## src/rtl/uart_rx_fifo.sv

```systemverilog
// rtl/uart_rx_fifo.sv - first-word-fall-through receive FIFO with sticky overrun flag
module uart_rx_fifo #(
    parameter int WIDTH = 8,
    parameter int DEPTH = 8
) (
    input  logic                       clk,
    input  logic                       reset,
    input  logic                       wr_en,
    input  logic [WIDTH-1:0]           wr_data,
    output logic                       rd_valid,
    input  logic                       rd_ready,
    output logic [WIDTH-1:0]           rd_data,
    output logic [$clog2(DEPTH):0]     count,
    output logic                       full,
    output logic                       empty,
    output logic                       overrun,
    input  logic                       overrun_clr
);

    localparam int AW = $clog2(DEPTH);
    localparam int CW = AW + 1;
    localparam logic [CW-1:0] FULL_CNT = CW'(DEPTH);
    localparam logic [CW-1:0] CNT_ONE  = CW'(1);
    localparam logic [AW-1:0] PTR_ONE  = AW'(1);

    logic [WIDTH-1:0] mem_q [DEPTH];

    logic [AW-1:0] wr_ptr_q, wr_ptr_d;
    logic [AW-1:0] rd_ptr_q, rd_ptr_d;
    logic [CW-1:0] count_q, count_d;
    logic          overrun_q, overrun_d;

    logic push;
    logic pop;
    logic drop;

    assign empty    = (count_q == '0);
    assign full     = (count_q == FULL_CNT);
    assign rd_valid = !empty;
    assign rd_data  = mem_q[rd_ptr_q];
    assign count    = count_q;
    assign overrun  = overrun_q;

    // A full FIFO still accepts a byte when the head leaves in the same cycle.
    assign pop  = rd_valid && rd_ready;
    assign push = wr_en && (!full || pop);
    assign drop = wr_en && full && !pop;

    always_comb begin
        wr_ptr_d  = wr_ptr_q;
        rd_ptr_d  = rd_ptr_q;
        count_d   = count_q;
        overrun_d = overrun_q;

        if (push) begin
            wr_ptr_d = wr_ptr_q + PTR_ONE;
        end
        if (pop) begin
            rd_ptr_d = rd_ptr_q + PTR_ONE;
        end

        if (push && !pop) begin
            count_d = count_q + CNT_ONE;
        end else if (pop && !push) begin
            count_d = count_q - CNT_ONE;
        end

        // Setting wins over clearing so a drop is never lost.
        if (drop) begin
            overrun_d = 1'b1;
        end else if (overrun_clr) begin
            overrun_d = 1'b0;
        end
    end

    always_ff @(posedge clk or negedge reset) begin
        if (!reset) begin
            wr_ptr_q  <= '0;
            rd_ptr_q  <= '0;
            count_q   <= '0;
            overrun_q <= 1'b0;
        end else begin
            wr_ptr_q  <= wr_ptr_d;
            rd_ptr_q  <= rd_ptr_d;
            count_q   <= count_d;
            overrun_q <= overrun_d;
        end
    end

    // Storage is not reset; stale entries are unreachable once the pointers clear.
    always_ff @(posedge clk) begin
        if (push) begin
            mem_q[wr_ptr_q] <= wr_data;
        end
    end

endmodule

```

## config.mk

```make
export PLATFORM = sky130hd
export DESIGN_NAME = uart_rx_fifo
export DESIGN_NICKNAME = d
export VERILOG_FILES = /design/src/rtl/uart_rx_fifo.sv
export SDC_FILE = /design/constraint.sdc
export NUM_CORES = 1
export LEC_CHECK = 0
export ABC_CLOCK_PERIOD_IN_PS = 3500
export CORE_ASPECT_RATIO = 1.5
export CORE_UTILIZATION = 56
export CTS_CLUSTER_DIAMETER = 30
export DETAILED_ROUTE_END_ITERATION = 16
export PLACE_DENSITY = 0.88
export SYNTH_ARGS = -nofsm -noshare
export SYNTH_HDL_FRONTEND = slang
export SYNTH_SLANG_ARGS = --single-unit
```

## constraint.sdc

```tcl
create_clock -name clk -period 3.5 [get_ports clk]
set_input_delay 1.05 -clock clk [delete_from_list [all_inputs] [get_ports clk]]
set_output_delay 1.05 -clock clk [all_outputs]
set_load 0.01 [all_outputs]
```

==> results of run 1 <==
==> worst max path at each step <==
| stage | slack (ns) | depth (start not counted) | to | start |
|---|---|---|---|---|
| finish | 0.14 | 4 | rd_data[6] | rd_ptr_q[0] |
| global route | 0.08 | 4 | rd_data[2] | rd_ptr_q[0] |
| CTS | 0.02 | 3 | rd_data[6] | rd_ptr_q[1] |
| detailed placement | -0.05 | 9 | count[3] | rd_ready |
| global placement | 0.15 | 9 | count[3] | rd_ready |
| floorplan | 0.69 | 9 | count[3] | count[0] |
==> synth_stat cells <==
library cell	count
edfxtp_1	64
a2111o_1	1
ha_1	5
or3_1	1
mux2_4	1
xnor2_1	6
a32o_1	1
buf_6	1
fa_1	1
or4_4	1
inv_1	5
mux4_2	16
mux2_2	10
nand2b_1	2
or4b_4	1
buf_4	1
nor2_1	3
o21ai_0	1
mux2i_1	1
buf_2	1
clkbuf_1	2
buf_1	1
nor3_1	5
nand3b_1	1
nand3_1	3
nand2_1	4
a21oi_1	2
nor4_1	1
o21ai_4	1
or4_1	1
o211ai_1	4
dfrtp_1	11
==> power by group <==
| group | total [mW] | leakage, nW | switching [mW] | internal [mW] |
|---|---|---|---|---|
| logic | 1.14 | 0.463 | 0.468 | 0.672 |
| registers | 1.34 | 0.712 | 0.189 | 1.15 |
| clock network | 0.581 | 0.0783 | 0.321 | 0.260 |
| total | 3.06 | 1.25 | 0.977 | 2.08 |
==> final cells by class <==
class                      instances  area share [%]
tap                               68            2.30
clock inverter                     7            1.42
clock buffer                       9            3.35
inverter                           5           0.508
sequential                        75            59.5
timing repair buffer              38            9.96
multi-input combinational         73            22.9
==> through the flow <==
stage / power [mW] / TNS [ns] / std cells
CTS: 3.08 / 0 / 275
floorplan: 2.01 / 0 / 159
finish: 3.06 / 0 / 275
detailed placement: 2.50 / -0.0516 / 259
global placement: 2.41 / 0 / 259
global route: 3.20 / 0 / 275
==> routing by layer <==
layer	up-vias	part of all wire, %	routed length (um)
li1	726	-	-
met2	65	53	3060
met1	822	38	2180
met5	-	0	0
met3	22	5.1	291
met4	0	3.7	215
==> registers in the layout, summed over array words and instances (netlist names) <==
name,cells
rd_ptr_q,3
overrun,1
wr_ptr_q,3
count,4
mem_q,64
==> cells by family after synthesis <==
group / Yosys count / synth area share (%)
adders and majority gates: 6 / 2.67
muxes: 28 / 16.1
AOI/OAI and AO/OA: 10 / 2.67
buffers and inverters: 11 / 1.74
DFF: 75 / 70.9
xor gates and xnor gates: 6 / 1.70
and+or+nand+nor: 23 / 4.24
==> repair_timing <==
item                                    4_1_cts  5_1_grt
resized for setup                             0        1
endpoints found under the setup margin        0        8
hold buffers                                  0        0
==> metrics.yaml, run 1 <==
status:
  outcome: "finished clean"
route:
  drc: 0
  viasPerCell: 5.95
  wirelength_um: 5740
  wl_per_cell_um: 20.9
  drtIter0Drc: 77
  vias: 1635
  firstDrtPassIters: 4
  ant_nets: 0
clock_network:
  clk_latency_ns: 0.34
  cts_tree: "done"
  clock_path_buffers: 2
  cts_num_sinks: 75
  cts_made_buffers: 9
  htree_levels: 3
  cts.clk_slew.worst_paths_ns: 0.08
  cts-root-buf: "clkbuf_8"
  cts_setup_buffers: 0
grt:
  grt.total_usage_pct: 22.2
  met2_usage_pct: 38.1
  grt_pass1_wl_um: 9030
  antenna_found_initial: 0
  grt_busiest_layer: "met2"
  grt_max_degree: 19
  grt_util_met1_pct: 24.3
  grt_pass1_vias: 1788
  grt_overflow: 0
  grt_use_met3_pct: 5.49
flow_run:
  maxCapViolations: 0
min_path:
  min_to: "overrun"
  min_path_cells: 1
  hp-class: "reg2reg"
  hold_start: "overrun"
power:
  p_leak_nw: 1.25
  ir_drop_v: 0.000490
  power_density_nw_per_um2: 828
setup_path:
  path_buf_inv: 2
  critical_path_class: "reg2out"
  cp.required_ns: 2.45
  slowest_delay_ns: 0.54
  worstSetupStartpointType: "register"
  arrival_ns: 2.31
  crit_slowest_cell: "mux4_2"
  path_delay_family: "multiplexers"
  r2r_slack_ns: 0.45
  worstSetupEndpointType: "primary output"
  crit_path_max_fanout: 16
  reg2reg_to: "count[3]"
  reg2reg_depth: 9
  crit_chain: "buf_12 -> mux4_2 -> mux2_2 -> clkdlybuf4s50_1"
  r2r_start: "count[0]"
sta:
  finalWorstSetupSlack_ns: 0.143
  finalSetupViolCount: 0
  rsz0062_at_grt: "false"
  hold_viol: 0
  max_slew.worst_pin.slew_ns: 0.529
  relSlewSlack_pct: 64.7
  worst_hold_slack_ns: 0.514
  skew_ns: 0.00800
  finalMaxSlewViolations: 0
  fin_crit_sh_pct: 95.9
  min_period_ns: 3.36
  max_freq_mhz: 298
synthesis:
  syn_area_sq_um: 3100
  ys_types: 32
  ys_warn_count: 0
  synth_top_area_share_pct: 62.0
  yosysTopAreaCell: "edfxtp_1"
  syn_nets: 178
  syn_inst: 159
  synth_area_leaders: "edfxtp_1 (62%), mux4_2 (12%), dfrtp_1 (8.9%)"
  avgSynthCellArea_sq_um: 19.5
  ys_seq_elements: 75
  yosysSeqAreaShare_pct: 70.9
placed_design:
  io_buffers: 28
  dp_slack_ns: -0.0516
  finalWeightedCongestion: 0.768
  post-dp-hpwl_um: 3870
  placed_cell_area_sq_um: 3520
finish:
  area_delta_synth_final_pct: 19.2
  multi_input_area_sq_um: 847
  postLayoutCellArea_sq_um: 3690
  fin_nets: 221
  fillerInstances: 324
  final_util_pct: 70.4
  layout_common_cells: "edfxtp_1 (64), clkdlybuf4s50_1 (28), mux4_2 (16)"
  seqCellArea_sq_um: 2200
  drive_above_1_share_pct: 27.5
  final_common_cell: "edfxtp_1"
  n_antenna_cell: 0
floorplanning:
  pin_count: 29
  rows: 32
  die_w_um: 62.7
  start_util_pct: 59.1
  die_area_sq_um: 5840
  design.core.area_sq_um: 5250
  die_h_um: 93.1
No activity file was read; power rests on OpenSTA's default activity.
==> run 2: changes to the inputs <==
--- a/config.mk
+++ b/config.mk
@@ -10,7 +10,9 @@
 export CORE_UTILIZATION = 56
 export CTS_CLUSTER_DIAMETER = 30
 export DETAILED_ROUTE_END_ITERATION = 16
+export HOLD_SLACK_MARGIN = 0.1
 export PLACE_DENSITY = 0.88
+export SLEW_MARGIN = 15
 export SYNTH_ARGS = -nofsm -noshare
 export SYNTH_HDL_FRONTEND = slang
 export SYNTH_SLANG_ARGS = --single-unit
==> results of run 2 <==
The final DEF is identical to that of run 1; final timing and power are the same.
